==> src/rtl/rom_load_arbiter.sv <==
// rom_load_arbiter
//   Shares the single port of the game core's ROM/palette block RAMs between
//   the HPS download stream and CPU reads. The CPU always has priority. A
//   one-entry buffer decouples the download strobe from the port. Download
//   addresses are decoded into per-region write strobes and region-relative
//   offsets. The block holds the core in reset from power-up until a download
//   has finished and a settle interval has passed. It asserts that reset again
//   for any later download.
//
// Ports
//   CLK, RESET    : system clock, asynchronous active-high reset
//   dn_download   : download-active level from the HPS
//   dn_wr         : one-cycle byte-write strobe
//   dn_addr       : download byte address
//   dn_data       : download byte
//   dn_wait       : buffer full; the source must not strobe
//   cpu_rd        : CPU claims the memory port this cycle
//   cpu_addr      : CPU read address
//   mem_addr      : shared port address (region offset on grant, else cpu_addr)
//   mem_din       : shared port write data
//   mem_we        : one-hot write enables {palette, graphics, program}
//   mem_sel       : 1 = loader owns the port this cycle
//   core_reset    : reset to the game core
//   dl_done       : one-cycle pulse when core_reset is released
//   byte_count    : committed in-range writes since the last download start
//   overflow      : sticky; a strobe was dropped because the buffer was busy

module rom_load_arbiter #(
  parameter logic [15:0] PGM_END     = 16'h4000,
  parameter logic [15:0] GFX_END     = 16'h5000,
  parameter logic [15:0] PAL_END     = 16'h5020,
  parameter int unsigned HOLD_CYCLES = 1024
) (
  input  logic        CLK,
  input  logic        RESET,
  input  logic        dn_download,
  input  logic        dn_wr,
  input  logic [15:0] dn_addr,
  input  logic [7:0]  dn_data,
  output logic        dn_wait,
  input  logic        cpu_rd,
  input  logic [15:0] cpu_addr,
  output logic [15:0] mem_addr,
  output logic [7:0]  mem_din,
  output logic [2:0]  mem_we,
  output logic        mem_sel,
  output logic        core_reset,
  output logic        dl_done,
  output logic [16:0] byte_count,
  output logic        overflow
);

  localparam int CW = (HOLD_CYCLES > 1) ? $clog2(HOLD_CYCLES) : 1;

  typedef enum logic [2:0] {
    S_EMPTY,
    S_LOAD,
    S_DRAIN,
    S_HOLD,
    S_RUN
  } state_t;

  state_t        state;
  logic [CW-1:0] hold_cnt;

  // Registered copy of dn_download, used for edge detection
  logic dl_q;
  logic dl_rise;
  logic dl_fall;

  // One-entry write buffer
  logic        valid;
  logic [15:0] buf_addr;
  logic [7:0]  buf_data;

  logic        grant;
  logic        load;
  logic        drop;
  logic        commit;
  logic [2:0]  region;
  logic [15:0] base;

  assign dl_rise = dn_download & ~dl_q;
  assign dl_fall = ~dn_download & dl_q;

  assign grant = valid & ~cpu_rd;
  // A strobe is accepted into an empty buffer, or into a full buffer whose
  // entry leaves on the same edge. Otherwise the strobe is lost.
  assign load  = dn_wr & (~valid | grant);
  assign drop  = dn_wr & valid & ~grant;

  // Region decode of the buffered address. An out-of-range address leaves
  // region at zero, so its grant consumes the entry without a write.
  // NOTE: every variable in always_comb gets a default first. A path that
  // leaves one unassigned would infer a latch.
  always_comb begin
    region = 3'b000;
    base   = PAL_END;
    if (buf_addr < PGM_END) begin
      region = 3'b001;
      base   = 16'h0000;
    end else if (buf_addr < GFX_END) begin
      region = 3'b010;
      base   = PGM_END;
    end else if (buf_addr < PAL_END) begin
      region = 3'b100;
      base   = GFX_END;
    end
  end

  assign commit   = grant & (|region);
  assign mem_sel  = grant;
  assign mem_we   = grant ? region : 3'b000;
  assign mem_addr = grant ? (buf_addr - base) : cpu_addr;
  assign mem_din  = buf_data;
  assign dn_wait  = valid & ~grant;

  // NOTE: sequential state uses non-blocking assignments only. Each register
  // then sees the pre-edge value of every other register.
  always_ff @(posedge CLK or posedge RESET) begin
    if (RESET) begin
      dl_q <= 1'b0;
    end else begin
      dl_q <= dn_download;
    end
  end

  always_ff @(posedge CLK or posedge RESET) begin
    if (RESET) begin
      valid    <= 1'b0;
      buf_addr <= 16'h0000;
      buf_data <= 8'h00;
    end else if (load) begin
      valid    <= 1'b1;
      buf_addr <= dn_addr;
      buf_data <= dn_data;
    end else if (grant) begin
      valid    <= 1'b0;
    end
  end

  always_ff @(posedge CLK or posedge RESET) begin
    if (RESET) begin
      overflow <= 1'b0;
    end else if (drop) begin
      overflow <= 1'b1;
    end
  end

  // Every rise of dn_download enters LOAD, so the rise also clears the count.
  // The clear wins over a commit on the same edge, because that byte belongs
  // to the previous download.
  always_ff @(posedge CLK or posedge RESET) begin
    if (RESET) begin
      byte_count <= 17'h00000;
    end else if (dl_rise) begin
      byte_count <= 17'h00000;
    end else if (commit && (byte_count != 17'h1FFFF)) begin
      byte_count <= byte_count + 17'h00001;
    end
  end

  // Load/release sequencer. core_reset and dl_done are registered here, so
  // the release and the pulse leave on the same edge.
  always_ff @(posedge CLK or posedge RESET) begin
    if (RESET) begin
      state      <= S_EMPTY;
      hold_cnt   <= '0;
      core_reset <= 1'b1;
      dl_done    <= 1'b0;
    end else begin
      dl_done <= 1'b0;
      case (state)
        S_EMPTY: begin
          if (dl_rise) state <= S_LOAD;
        end
        S_LOAD: begin
          if (dl_fall) state <= S_DRAIN;
        end
        S_DRAIN: begin
          if (dl_rise) begin
            state <= S_LOAD;
          end else if (!valid) begin
            state    <= S_HOLD;
            hold_cnt <= CW'(HOLD_CYCLES - 1);
          end
        end
        S_HOLD: begin
          if (dl_rise) begin
            state <= S_LOAD;
          end else if (hold_cnt == '0) begin
            state      <= S_RUN;
            core_reset <= 1'b0;
            dl_done    <= 1'b1;
          end else begin
            hold_cnt <= hold_cnt - CW'(1);
          end
        end
        S_RUN: begin
          if (dl_rise) begin
            state      <= S_LOAD;
            core_reset <= 1'b1;
          end
        end
        default: begin
          state      <= S_EMPTY;
          core_reset <= 1'b1;
        end
      endcase
    end
  end

endmodule

==> config.mk <==
export PLATFORM = sky130hd
export DESIGN_NAME = rom_load_arbiter
export DESIGN_NICKNAME = d
export VERILOG_FILES = /design/src/rtl/rom_load_arbiter.sv
export SDC_FILE = /design/constraint.sdc
export NUM_CORES = 1
export LEC_CHECK = 0
export CAP_MARGIN = 20
export CORE_MARGIN = 4
export CORE_UTILIZATION = 45
export CTS_CLUSTER_SIZE = 12
export DETAILED_ROUTE_END_ITERATION = 10
export PLACE_DENSITY_LB_ADDON = 0.3
export SETUP_SLACK_MARGIN = 0.5
export SYNTH_ARGS = -nofsm -noshare
export SYNTH_HDL_FRONTEND = slang
export SYNTH_SLANG_ARGS = --single-unit
export TNS_END_PERCENT = 30
==> constraint.sdc <==
create_clock -name CLK -period 4.5 [get_ports CLK]
set_input_delay 0.9 -clock CLK [delete_from_list [all_inputs] [get_ports CLK]]
set_output_delay 0.9 -clock CLK [all_outputs]
set_load 0.02 [all_outputs]
==> results_dict.tcl, run 1 <==
set metrics [dict create \
    fmax_ghz 0.255 \
    core_um2 7210 \
    synth_edf_count 0 \
    cts_setup_buffers 0 \
    p_clk_share_pct 31.6 \
    met3_length_um 409 \
    grt_pass1_wl_mm 12.8 \
    ys_seq_area_share_pct 44.5 \
    pwr-share-seq_pct 40.9 \
    crit_arrival_ns 3.02 \
    critical-path-max-stage-delay_ns 0.63 \
    die_w_um 93.9 \
    p_leak_nw 1.78 \
    antenna_left 0 \
    slew_headroom_pct 47.2 \
    die_h_um 93.9 \
    antenna_found_initial 0 \
    topRoutingLayerUsed "met4" \
    rsz0062_at_grt "true" \
    htreeDepth 3 \
    worst_slack_ns 0.576 \
    end_kind "output port" \
    first_global_vias 2754 \
    synthesis.area_um2 3320 \
    hp-class "reg -> reg" \
    diodes 0 \
    fin_worst_skew_ns 0.00932 \
    overflow 0 \
    path_clk_slew_ns 0.06 \
    path_class "reg -> out" \
    yosysUniqueCellTypes 56 \
    num_vias 2753 \
    grt.total_usage_pct 18.4 \
    fin_util_pct 62.5 \
    grt_max_degree 39 \
    start_util_pct 46.0 \
    synth_area_leaders "dfrtp_1 44%, mux2_2 7.8%, nand2_1 5.1%" \
    max-cap-violations 0 \
    worst_path_most_repeated_cell "ha_1" \
    wl_per_cell_um 14.7 \
    pre_cts_ws_ns 0.610 \
    fin_tns_setup_ns 0 \
    min_period_ns 3.92 \
    sw_frac_of_total_pct 31.4 \
    cts_sinks 59 \
    wl_met1_mm 3.35 \
    finalMaxSlewViolations 0 \
    syn-num-nets 385 \
    routabilityCongestion 0.835 \
    layout-drive-gt1-share_pct 15.3 \
    yosys_warnings 0 \
    avgSynthCellArea_um2 9.93 \
    nets 477 \
    detail_route.first_pass.iterations 4 \
    area_growth_pct 36.0 \
    io_pins 94 \
    cts_tree "done" \
    cts_buffers 9 \
    viasPerCell 5.19 \
    wl_mm 7.80 \
    async_flop_share_pct 100 \
    drc_errors 0 \
    cts_hold_buf 0 \
    clockBufferDepth 2 \
    p_int_mw 1.12 \
    synth_top_cell_by_area "dfrtp_1" \
    cp_cell_sequence "nor4_4 > a211oi_4 > or2_2 > ha_1 > ha_1 > nand2_1 > o31ai_1 > a31oi_1 > clkdlybuf4s50_1" \
    fin_cells 530 \
    met2_length_mm 3.95 \
    yosysMostFrequentCell "dfrtp_1" \
    ys_ff_latch 59 \
    synth_common_cells "58 x dfrtp_1, 45 x nand2_1, 30 x nor2_1" \
    clock_latency_ns 0.33 \
    finalCritPeriodShare_pct 87.2 \
    peakVddDrop_mv 0.225 \
    drtIter0Drc 121 \
    io_buffers 93 \
    setup.worst_path.start_class "flip-flop" \
    root_buffer "clkbuf_8" \
    power_density_nw_per_um2 362 \
    synth_ff_type "dfrtp_1" \
    critPathMaxFanout 5 \
    setup_violations 0 \
    fp-row-count 31 \
    hold_viol_final 0 \
    worst_pin_slew_ns 0.791 \
    synth_top_area_share_pct 43.8 \
    cp_slowest_cell "clkdlybuf4s50_1" \
    netlist_instances 334 \
    required_ns 3.60 \
    status "finished, final reports clean" \
    combinationalPowerShare_pct 27.5 \
    p_sw_mw 0.514 \
    fp.dieArea_um2 8810 \
    dp_cells 514 \
    dpl.hpwl_mm 5.77 \
]
[placed cells by master, fill, tap and decap left out, drive strengths merged, types with 2 or more instances in the layout]
cell type	n
clkdlybuf4s50	90
dfrtp	58
nand2	45
nor2	31
mux2	23
o21ai	18
xnor2	17
a21oi	16
nor3	13
clkbuf	11
nor4	11
a31oi	10
nand2b	9
inv	7
nand3	6
ha	6
or3	5
buf	5
nor2b	5
clkinv	4
a21o	3
or2	3
and3	3
or4	3
mux2i	2
nand3b	2
o31ai	2
o21a	2
bufinv	2
a211oi	2
nor4b	2
[state kept, by name (all words and copies together), names as in the netlist]
register    cells
hold_cnt       10
dl_q            1
valid           1
buf_addr       16
state           3
byte_count     17
overflow        1
dl_done         1
mem_din         8
core_reset      1
[path summary, 6_finish.rpt]
kind / from / to / slack (ns) / cells past startpoint
hold reg to reg: overflow / overflow / 0.46 / 1
min in group asynchronous: RESET / mem_din[2] / 1.04 / 2
setup reg to reg: byte_count[0] / byte_count[13] / 1.67 / 10
setup / recovery: buf_addr[10] / mem_addr[11] / 0.58 / 9
max in group asynchronous: RESET / hold_cnt[8] / 2.66 / 3
hold / removal: overflow / overflow / 0.46 / 1
[through the flow]
stage	power, mW	hold slack, ns	cell area [um^2]
after floorplan	0.961	0.451	3320
after global placement	1.12	0.440	4310
after detailed placement	1.13	0.448	4310
after CTS	1.65	0.465	4510
after global routing	1.73	0.485	4510
final	1.63	0.463	4510
[power by group through the flow]
stage                     combinational (mW)  clock (mW)  sequential [mW]
after floorplan                        0.288           0            0.673
after global placement                 0.446           0            0.673
after detailed placement               0.456           0            0.678
after CTS                              0.456       0.528            0.668
after global routing                   0.494       0.561            0.679
final                                  0.450       0.517            0.668
[worst max-delay path: cells and delay by family, from the launching register on]
kind                       cells  cell delay [ns]
DFF                            1             0.46
AOI/OAI and AO/OA              3             0.37
adders and majority gates      2             0.42
buffers and inverters          1             0.63
and+or+nand+nor                3             0.82
[per-layer routing]
metal	global-route usage, %	vias up
met1	22.2	1332
met2	31.6	57
met3	5.05	8
met5	0	-
met4	5.66	0
li1	-	1356
[area by class of cell]
class	instances	area, um^2
repair buffers	98	965
well taps	99	124
clock buffers	10	128
clock inverters	6	80.1
multi-input cells	251	1710
flip-flops and latches	59	1480
fillers	633	2700
inverters	7	26.3
[logic make-up (layout without fill, tap and decap cells)]
kind of cell,after synthesis,after routing,share of synthesized area [%]
xor gates and xnor gates,18,18,4.75
AOI/OAI and AO/OA,58,58,10.8
and+or+nand+nor,144,144,25.3
DFF,59,59,44.5
muxes,25,25,8.41
buffers and inverters,24,121,3.96
adders and majority gates,6,6,2.26
[repair_timing]
item                                    4_1_cts  5_1_grt
pin swaps                                     0        1
gates cloned                                  0        0
gates resized for setup                       2        3
endpoints found under the setup margin        3        9
No activity file was read; power rests on OpenSTA's default activity.
==> inputs of run 2 (changes only) <==
- RECOVER_POWER: unset -> 25
==> results_dict.tcl, run 2 (synthesis gave the netlist of run 1 again) <==
set metrics [dict create \
    status "finished, final reports clean" \
    num_vias 2751 \
    setup_violations 0 \
    layout-drive-gt1-share_pct 15.1 \
    path_clk_slew_ns 0.07 \
    die_h_um 93.9 \
    worst_path_most_repeated_cell "ha_1" \
    area_growth_pct 36.0 \
    fmax_ghz 0.255 \
    die_w_um 93.9 \
    peakVddDrop_mv 0.225 \
    slew_headroom_pct 3.80 \
    drc_errors 0 \
    min_period_ns 3.93 \
    nets 477 \
    p_leak_nw 1.78 \
    finalMaxSlewViolations 0 \
    fillCellCount 633 \
    worst_pin_slew_ns 1.44 \
    wl_per_cell_um 14.7 \
    largest_reg_flops 17 \
    antenna_found_initial 0 \
    crit_arrival_ns 3.03 \
    root_buffer "clkbuf_8" \
    drtIter0Drc 113 \
    path_class "reg -> out" \
    io_buffers 93 \
    hold_viol_final 0 \
    end_kind "output port" \
    cp_cell_sequence "nor4_4 > a211oi_4 > or2_2 > ha_1 > ha_1 > nand2_1 > o31ai_1 > a31oi_1 > clkdlybuf4s50_1" \
    largest_register "byte_count" \
    cp_slowest_cell "clkdlybuf4s50_1" \
    cts_tree "done" \
    detail_route.first_pass.iterations 5 \
    finalCritPeriodShare_pct 87.3 \
    grt_max_degree 39 \
    core_um2 7210 \
    fin_worst_skew_ns 0.00899 \
    required_ns 3.60 \
    final_common_cell "clkdlybuf4s50_1" \
    dp_cells 514 \
    wl_mm 7.81 \
    cts_buffers 9 \
    setup.worst_path.start_class "flip-flop" \
    dpl.hpwl_mm 5.77 \
    start_util_pct 46.0 \
    fp.dieArea_um2 8810 \
    rsz0062_at_grt "true" \
    hp-class "reg -> reg" \
    diodes 0 \
    reg_top3 "byte_count (17), buf_addr (16), hold_cnt (10)" \
    max-cap-violations 0 \
    layout_common_cells "87 x clkdlybuf4s50_1, 58 x dfrtp_1, 45 x nand2_1" \
    routabilityCongestion 0.835 \
    clock_latency_ns 0.33 \
    cts_hold_buf 0 \
    cts_sinks 59 \
    grt.total_usage_pct 18.4 \
    antenna_left 0 \
    grt_pass1_wl_mm 12.8 \
    clockBufferDepth 2 \
    fin_tns_setup_ns 0 \
    fin_util_pct 62.5 \
    overflow 0 \
    io_pins 94 \
    cts_setup_buffers 0 \
    fin_cells 530 \
    fin_hold_ws_ns 0.463 \
    htreeDepth 3 \
    critical-path-max-stage-delay_ns 0.63 \
    viasPerCell 5.19 \
    critPathMaxFanout 5 \
    power_density_nw_per_um2 362 \
    first_global_vias 2754 \
    fp-row-count 31 \
]
[run 2: cell types whose count changed in the layout (fill, tap and decap cells not counted)]
cell	delta
clkdlybuf4s50_1	-3
inv_1	+1
dlygate4sd3_1	+3
and2_1	-1
and2_0	+1
inv_2	-1
[run 2: layer usage]
metal / GRT usage [%] / routed length [um] / vias to the layer above
met3: 5.05 / 421 / 8
li1: - / - / 1355
met5: 0 / 0 / -
met2: 31.6 / 3950 / 61
met1: 22.2 / 3350 / 1327
met4: 5.66 / 86 / 0
[run 2: per-stage QoR]
| step | area [um^2] | power [mW] | worst slack [ns] |
|---|---|---|---|
| after floorplan | 3320 | 0.961 | 0.789 |
| after global placement | 4310 | 1.12 | 0.650 |
| after detailed placement | 4310 | 1.13 | 0.610 |
| after CTS | 4510 | 1.65 | 0.486 |
| after global routing | 4510 | 1.73 | 0.392 |
| final | 4510 | 1.63 | 0.571 |
[run 2: worst paths after layout]
kind / slack, ns / from / depth (start not counted) / to
max: 0.57 / buf_addr[10] / 9 / mem_addr[11]
min: 0.46 / overflow / 1 / overflow
max reg2reg: 1.67 / byte_count[0] / 10 / byte_count[13]
min reg2reg: 0.46 / overflow / 1 / overflow
max in group asynchronous: 2.04 / RESET / 3 / hold_cnt[8]
min in group asynchronous: 1.43 / RESET / 2 / mem_din[2]
[run 2: report_power, final]
part / total (mW) / internal (mW) / switching, mW
clock network: 0.517 / 0.308 / 0.209
logic: 0.449 / 0.218 / 0.231
registers: 0.668 / 0.594 / 0.0744
total: 1.63 / 1.12 / 0.515
[run 2: cell type report]
class | count | area [um^2] | share of cell area (%)
Multi-Input combinational cell | 251 | 1710 | 37.9
Sequential cell | 59 | 1480 | 32.8
Timing Repair Buffer | 98 | 965 | 21.4
Clock buffer | 10 | 128 | 2.83
Tap cell | 99 | 124 | 2.75
Clock inverter | 6 | 80.1 | 1.78
Inverter | 7 | 26.3 | 0.583
[run 2: repair_timing]
item,CTS,global route
resized for setup,2,3
endpoints found under the setup margin,3,9
gates cloned,0,0
pin swaps,0,1
[run 2: worst max-delay path: cells and delay by family, from the launching register on]
| kind | cells | cell delay [ns] |
|---|---|---|
| flip-flops | 1 | 0.46 |
| adder cells (fa/ha/maj) | 2 | 0.42 |
| AO/OA/AOI/OAI | 3 | 0.37 |
| buffers and inverters | 1 | 0.63 |
| AND/OR/NAND/NOR | 3 | 0.82 |
==> inputs of run 3 (changes only) <==
- clock period: 4.5 -> 4.7 ns (I/O delays scaled with it)
==> results_dict.tcl, run 3 (synthesis gave the netlist of run 1 again) <==
set metrics [dict create \
    status "finished with violations" \
    violations "capacitance limit, slew limit" \
    fmax_ghz 0.249 \
    start_util_pct 46.0 \
    finalMaxSlewViolations 43 \
    grt_max_degree 43 \
    antenna_found_initial 0 \
    largest_register "byte_count" \
    grt.total_usage_pct 18.8 \
    cts_hold_buf 0 \
    layout_common_cells "88 x clkdlybuf4s50_1, 58 x dfrtp_1, 45 x nand2_1" \
    detail_route.first_pass.iterations 5 \
    cp_cell_sequence "nor4_4 > a211oi_4 > or2_2 > ha_1 > nand2b_1 > o31a_1 > nor3_2 > xnor2_1 > o21ai_1 > clkdlybuf4s50_1" \
    clock_latency_ns 0.34 \
    die_h_um 93.9 \
    ff2ff_setup_slack_ns 1.95 \
    layout-drive-gt1-share_pct 15.4 \
    cts_tree "done" \
    fin_cells 533 \
    topRoutingLayerUsed "met4" \
    hp-class "reg -> reg" \
    final_common_cell "clkdlybuf4s50_1" \
    area_growth_pct 36.6 \
    drtIter0Drc 86 \
    dp_cells 516 \
    cp_slowest_cell "clkdlybuf4s50_1" \
    hold_viol_final 0 \
    largest_reg_flops 17 \
    max-cap-violations 1 \
    first_global_vias 2836 \
    worstRegToRegCells 10 \
    grt_pass1_wl_mm 13.1 \
    reg_top3 "byte_count (17), buf_addr (16), hold_cnt (10)" \
    hold_depth 1 \
    rr_startpoint "byte_count[0]" \
    root_buffer "clkbuf_8" \
    core_um2 7210 \
    wl_met1_mm 3.28 \
    p_leak_nw 1.78 \
    num_vias 2779 \
    placed_cell_area_um2 4330 \
    rsz0062_at_grt "true" \
    crit_family "simple AND/OR/NAND/NOR gates" \
    diodes 0 \
    finalCritPeriodShare_pct 85.6 \
    drc_errors 0 \
    end_kind "output port" \
    fin_tns_setup_ns 0 \
    antenna_left 0 \
    overflow 0 \
    wl_per_cell_um 14.8 \
    peakVddDrop_mv 0.236 \
    io_buffers 93 \
    crit_arrival_ns 3.08 \
    slew_headroom_pct -4.75 \
    power_density_nw_per_um2 339 \
    routabilityCongestion 0.866 \
    die_w_um 93.9 \
    dpl.hpwl_mm 5.92 \
    setup_violations 0 \
    viasPerCell 5.21 \
    cts_sinks 59 \
    min_period_ns 4.02 \
    worst_pin_slew_ns 1.57 \
    min-delay-start "overflow" \
    htreeDepth 3 \
    setup.worst_path.start_class "flip-flop" \
    power_mw 1.54 \
    fin_worst_skew_ns 0.00530 \
    fp-row-count 31 \
    cp_num_buf_inv 1 \
    worstReg2RegEnd "byte_count[13]" \
    hold_end "overflow" \
    fp.dieArea_um2 8810 \
    critical-path-max-stage-delay_ns 0.61 \
    io_pins 94 \
    cts_buffers 9 \
    design_area_um2 4530 \
    met2_length_mm 3.98 \
    path_class "reg -> out" \
    path_clk_slew_ns 0.06 \
    clockBufferDepth 2 \
    wl_mm 7.88 \
    met3_length_um 445 \
    critPathMaxFanout 5 \
    fillCellCount 620 \
    required_ns 3.76 \
    nets 480 \
]
-- run 3: changes by cell type in the layout (fill, tap and decap cells not counted) --
cell,previous run,this run
clkdlybuf4s50_1,87,88
clkbuf_8,9,10
bufinv_16,2,1
buf_4,5,7
clkinv_2,4,3
clkbuf_2,1,0
buf_8,0,1
clkinvlp_4,0,1
-- run 3: final cells by class --
cell class / instances / area (um^2) / area share [%]
Clock buffer: 11 / 141 / 3.12
Clock inverter: 5 / 52.6 / 1.16
Inverter: 7 / 26.3 / 0.580
Multi-Input combinational cell: 251 / 1710 / 37.7
Sequential cell: 59 / 1480 / 32.6
Tap cell: 99 / 124 / 2.73
Timing Repair Buffer: 101 / 1000 / 22.1
-- run 3: how the worst max path moves through the flow --
stage,startpoint,to,slack [ns],cells after the start
3_3_place_gp,buf_addr[7],mem_addr[15],0.13,10
5_1_grt,buf_addr[10],mem_addr[14],0.47,10
2_1_floorplan,buf_addr[7],mem_addr[15],0.95,10
4_1_cts,buf_addr[10],mem_addr[13],0.57,10
3_5_place_dp,buf_addr[7],mem_addr[15],0.09,10
6_report,buf_addr[10],mem_addr[14],0.68,10
-- run 3: stage by stage --
step	setup WS (ns)	util (%)	hold slack, ns
after detailed placement	0.0860	60.0	0.451
after global placement	0.126	59.8	0.440
after global routing	0.467	62.8	0.486
after CTS	0.567	62.8	0.469
final	0.676	62.8	0.466
after floorplan	0.949	-	0.451
-- run 3: repair_timing --
action	4_1_cts	5_1_grt
buffers inserted	1	0
pin swaps	2	0
resized for setup	1	1
endpoints found under the setup margin	10	2
-- run 3: power by group --
part | switching [mW] | internal, mW
registers | 0.0707 | 0.569
clock network | 0.202 | 0.256
logic | 0.225 | 0.215
-- run 3: metal layers --
layer  track usage [%]  vias to the layer above
met5                 0                        -
met2              31.9                       71
li1                  -                     1365
met1              22.3                     1329
met3              6.17                       14
met4              6.62                        0
==> variant 1 (settings of run 2) <==
Re-encode `state_t` (5 states) as one-hot, 5 bits wide.
--- a/src/rtl/rom_load_arbiter.sv
+++ b/src/rtl/rom_load_arbiter.sv
@@ -52,12 +52,12 @@
 
   localparam int CW = (HOLD_CYCLES > 1) ? $clog2(HOLD_CYCLES) : 1;
 
-  typedef enum logic [2:0] {
-    S_EMPTY,
-    S_LOAD,
-    S_DRAIN,
-    S_HOLD,
-    S_RUN
+  typedef enum logic [4:0] {
+    S_EMPTY = 5'b00001,
+    S_LOAD  = 5'b00010,
+    S_DRAIN = 5'b00100,
+    S_HOLD  = 5'b01000,
+    S_RUN   = 5'b10000
   } state_t;
 
   state_t        state;
Formal check against the unedited RTL: no difference found for any inputs over 4 cycles, from zero or initial values and one cycle with RESET high; so few cycles prove little.
==> variant 1 against run 2 <==
Highest routed layer unchanged; largest cell class unchanged; die area is 1.6% higher; the flow now finishes with violations (capacitance limit, slew limit); cell area is 2.2% higher; total power is 6.6% higher; utilization is 1.1 points higher; setup slack better by 2.5 ps; sequential cell count is 2 higher; wire length is 7.8% higher; synthesized area is 1.7% higher; critical endpoint is now mem_addr[14].
==> variant 1: results (changes against run 2) <==
timing:
  skew_ps: 9.07  # was 8.99 ps
  setup_slack_ps: 573  # was 571 ps
  slew_headroom_pct: -18.2  # was 3.80%
  finalMaxSlewViolations: 34  # was 0
grt:
  grt_max_degree: 34  # was 39
  gr-usage-met3_pct: 3.27  # was 5.05%
  grt_pass1_wl_mm: 13.6  # was 12.8 mm
  met2_usage_pct: 30.6  # was 31.6%
  use_met1_pct: 26.5  # was 22.2%
placement:
  dp_slack_ps: 694  # was 610 ps
  placedCellCount: 540  # was 514
  placed_area_mm2: 0.00441  # was 0.00431 mm^2
critical_path:
  critPathMaxFanout: 6  # was 5
  r2r_end: "hold_cnt[4]$_DFFE_PP0P_"  # was byte_count[13]$_DFFE_PP0P_
  reg2reg_from: "hold_cnt[6]$_DFFE_PP0P_"  # was byte_count[0]$_DFFE_PP0P_
  rrSetupSlack_ps: 1780  # was 1670 ps
  reg2reg_depth: 5  # was 10
detailed_routing:
  wl_met2_mm: 3.84  # was 3.95 mm
  drt_first_pass_iters: 4  # was 5
  wl_per_cell_um: 15.1  # was 14.7 um
  met3_length_um: 567  # was 421 um
power_and_ir_drop:
  leakagePower_nw: 1.87  # was 1.78 nW
  fin_total_pwr_mw: 1.74  # was 1.63 mW
  p_sw_share_pct: 33.8  # was 31.5%
cells_and_area:
  stdcell_count: 556  # was 530
  layout-drive-gt1-share_pct: 12.3  # was 15.1%
yosys:
  synthCells: 359  # was 334
  netlist_top_cells_count: "dfrtp_1 (59), nand2_1 (41), nor2_1 (37)"  # was dfrtp_1 (58), nand2_1 (45), nor2_1 (30), mux2_2 (23)
  yosysSeqAreaShare_pct: 45.3  # was 44.5%
  synth.distinct_cells: 50  # was 56
  synth_area_leaders: "dfrtp_1 (44%), mux2_2 (7.7%), xnor2_1 (6.0%)"  # was dfrtp_1 (44%), mux2_2 (7.8%), nand2_1 (5.1%)
flow_run:
  cap_violations: 1  # was 0
run_status:
  violations: "capacitance limit, slew limit"
  status: "finished, violations left"  # was finished clean
==> variant 1: cell types whose count changed after synthesis, sizes merged, moves of 6 or more <==
cell	delta
xnor2	+6
a31oi	-6
buf	-6
o21ai	+6
nand3	+6
a21oi	-7
clkbuf	+6
nor2	+6
==> variant 1: cell families after synthesis <==
group                      synth area share (%)
AOI/OAI and AO/OA                          10.6
xor gates and xnor gates                   6.49
adders and majority gates                  2.23
buffers and inverters                      3.12
DFF                                        45.3
muxes                                      7.97
and+or+nand+nor                            24.2
==> variant 1: how the worst max path moves through the flow <==
stage	start	end
global placement	cpu_rd	mem_we[2]
floorplan	buf_addr[14]$_DFFE_PP0P_	mem_addr[14]
global route	RESET	buf_addr[14]$_DFFE_PP0P_
finish	buf_addr[7]$_DFFE_PP0P_	mem_addr[14]
detailed placement	cpu_rd	mem_we[2]
CTS	buf_addr[9]$_DFFE_PP0P_	mem_addr[15]
==> variant 1: cell type report <==
type / count / area [um^2]
fill: 619 / 2640
multi-input combinational: 270 / 1740
timing repair buffer: 99 / 975
clock buffer: 9 / 124
tap: 99 / 124
inverter: 11 / 41.3
sequential: 61 / 1530
clock inverter: 7 / 76.3
==> variant 1: what timing repair did <==
action | 4_1_cts | 5_1_grt
resized for setup | 2 | 3
cloned | 0 | 0
buffers inserted | 0 | 0
pin swaps | 0 | 0
endpoints found under the setup margin | 3 | 4
==> variant 1: worst max-delay path, stage by stage, from the launching register on <==
cell	delay, ps
dfrtp_1	430
nor3_1	90
a211oi_2	240
nand2b_1	140
ha_1	170
nor3b_2	290
nand2_1	140
a211oi_1	310
xnor2_1	120
o21ai_0	140
clkdlybuf4s50_1	630
==> variant 2 (config.mk and constraints of run 2) <==
Made on the original files. The parameter `HOLD_CYCLES` goes from 1024 to 256.
--- a/src/rtl/rom_load_arbiter.sv
+++ b/src/rtl/rom_load_arbiter.sv
@@ -29,7 +29,7 @@
   parameter logic [15:0] PGM_END     = 16'h4000,
   parameter logic [15:0] GFX_END     = 16'h5000,
   parameter logic [15:0] PAL_END     = 16'h5020,
-  parameter int unsigned HOLD_CYCLES = 1024
+  parameter int unsigned HOLD_CYCLES = 256
 ) (
   input  logic        CLK,
   input  logic        RESET,
Check against the original RTL: same outputs for any inputs over 4 cycles, from zero or initial values and one cycle with RESET high; that may be too few to reach the edited logic, so the function may still have changed.
==> variant 2 against run 2 <==
The run now ends with capacitance limit, slew limit left; cell area decreased by 1.9%; die area down 3.9%; total power fell by 1.2%; synthesized cell count grew 0.90%; maximum frequency decreased by 2.0%; count of clock-buffer cells in the layout grew 2; synthesized area down 4.3%; first-iteration DRC count is 12% higher; hold slack better by 2.4 ps; setup slack got worse by 80 ps; wire length grew 4.6%; sequential cell count down 2; utilization up 2.2 points.
==> variant 2: results (changes against run 2) <==
critical_path:
  reg2reg_depth: 9  # was 10
  r2r_end: "byte_count[9]$_DFFE_PP0P_"  # was byte_count[13]$_DFFE_PP0P_
  cpMaxStageDelayCell: "clkdlybuf4s50_1"  # unchanged
  worst_path_largest_cell_delay_ps: 620
  critPathMaxFanout: 9  # was 5
  cp.arrival_ps: 3110  # was 3030 ps
  rrSetupSlack_ps: 1700  # was 1670 ps
yosys:
  yosysSeqAreaShare_pct: 45.0  # was 44.5%
  synth.avg_cell_area_um2: 9.42  # was 9.93 um^2
  yosysWarnings: 0  # unchanged
  netlist_top_cells_count: "dfrtp_1 (56), nand2_1 (41), o21ai_0 (22), mux2_2 (20)"  # was dfrtp_1 (58), nand2_1 (45), nor2_1 (30), mux2_2 (23)
  synthArstFlopShare_pct: 100  # unchanged
  synth.distinct_cells: 46  # was 56
  syn_nets: 389  # was 385
  synth_area_leaders: "dfrtp_1 (44%), mux2_2 (7.1%), nand2_1 (4.8%)"  # was dfrtp_1 (44%), mux2_2 (7.8%), nand2_1 (5.1%)
run_status:
  status: "finished, violations left"  # was finished clean
  violations: "capacitance limit, slew limit"
timing:
  finalMaxSlewViolations: 35  # was 0
  skew_ps: 7.02  # was 8.99 ps
  finalCritPeriodShare_pct: 89.1  # was 87.3%
  holdWs_ps: 465  # was 463 ps
  slew_headroom_pct: -19.5  # was 3.80%
cells_and_area:
  nets: 481  # was 477
  layout-drive-gt1-share_pct: 12.5  # was 15.1%
  stdcell_count: 529  # was 530
  reg_top3: "byte_count: 17 flops, buf_addr: 16 flops"  # was byte_count: 17 flops, buf_addr: 16 flops, hold_cnt: 10 flops
flow_run:
  cap_violations: 1  # was 0
detailed_routing:
  drt_iter0_drc: 126  # was 113
  drt_first_pass_iters: 4  # was 5
  wl_met2_mm: 3.93  # was 3.95 mm
  via_per_inst: 5.57  # was 5.19
  wl_mm: 8.17  # was 7.81 mm
  m1WireLength_mm: 3.60  # was 3.35 mm
  met3_length_um: 502  # was 421 um
grt:
  grt_pass1_vias: 2782  # was 2754
  gr-usage-all-layers_pct: 19.6  # was 18.4%
  antenna_found_initial: 0  # unchanged
  grt_pass1_wl_mm: 13.4  # was 12.8 mm
  grt_max_degree: 35  # was 39
placement:
  placedCellCount: 513  # was 514
  dp_hpwl_mm: 5.93  # was 5.77 mm
  dp_slack_ps: 480  # was 610 ps
  port_buffers: 93  # unchanged
  gp_congestion: 0.855  # was 0.835
clock_tree:
  clock-root-buffer: "clkbuf_8"  # unchanged
  clkTransAtPathRegs_ps: 60
worst_hold_path:
  hold_end: "overflow$_DFFE_PP0P_"  # unchanged
power_and_ir_drop:
  peakVddDrop_uv: 309  # was 225 uV
  leakagePower_nw: 1.81  # was 1.78 nW
-- variant 2: changes by cell type after synthesis, sizes merged, moves of 8 or more --
cell | before | now
inv | 7 | 15
nor2 | 31 | 18
o31ai | 2 | 10
or4 | 3 | 11
xnor2 | 17 | 3
-- variant 2: per-stage QoR --
stage	instance area, um^2	util (%)
4_1_cts	4410	64.5
2_1_floorplan	3180	-
6_report	4420	64.7
3_3_place_gp	4190	61.4
3_5_place_dp	4190	61.4
5_1_grt	4420	64.7
-- variant 2: area by class of cell --
class,count,area (um^2)
Inverter,15,56.3
Timing Repair Buffer,100,981
Fill cell,581,2410
Tap cell,96,120
Multi-Input combinational cell,246,1660
Clock buffer,12,165
Sequential cell,57,1430
Clock inverter,3,15.0
-- variant 2: repair_timing --
action	4_1_cts	5_1_grt
resized for setup	7	4
setup buffers	1	0
cloned	0	0
hold buffers	0	0
pin swaps	1	0
setup endpoints to repair	8	4
-- variant 2: worst max path at each step --
| stage | from | endpoint | cells past startpoint |
|---|---|---|---|
| global route | buf_addr[9]$_DFFE_PP0P_ | mem_addr[9] | 10 |
| global placement | buf_addr[14]$_DFFE_PP0P_ | mem_addr[14] | 9 |
| CTS | buf_addr[14]$_DFFE_PP0P_ | mem_addr[11] | 10 |
| floorplan | buf_addr[8]$_DFFE_PP0P_ | mem_addr[15] | 9 |
| finish | buf_addr[8]$_DFFE_PP0P_ | mem_addr[15] | 9 |
| detailed placement | buf_addr[14]$_DFFE_PP0P_ | mem_addr[14] | 9 |
-- variant 2: where the power goes --
group / internal [mW] / switching [mW]
sequential: 0.590 / 0.0993
clock: 0.239 / 0.190
combinational: 0.243 / 0.254
total: 1.07 / 0.544
-- variant 2: kinds of logic (layout without fill, tap and decap cells) --
logic type,Yosys count,after routing,share of synthesized area [%]
compound gates,81,81,16.5
simple gates,130,130,21.9
fa+ha+maj,7,7,2.76
flops,57,57,45.0
xor+xnor,4,4,1.10
buf+inv,34,130,4.37
mux,24,24,8.35
-- variant 2: critical path: cells and delay by family (launching register included) --
kind / cells / cell delay, ps
buf+inv: 1 / 620
simple gates: 3 / 590
compound gates: 3 / 690
fa+ha+maj: 2 / 400
flops: 1 / 500
-- variant 2: routing by layer --
metal | global-route usage [%] | vias up
met5 | 0 | -
li1 | - | 1425
met2 | 31.0 | 98
met3 | 4.76 | 13
met4 | 7.30 | 0
met1 | 26.0 | 1408
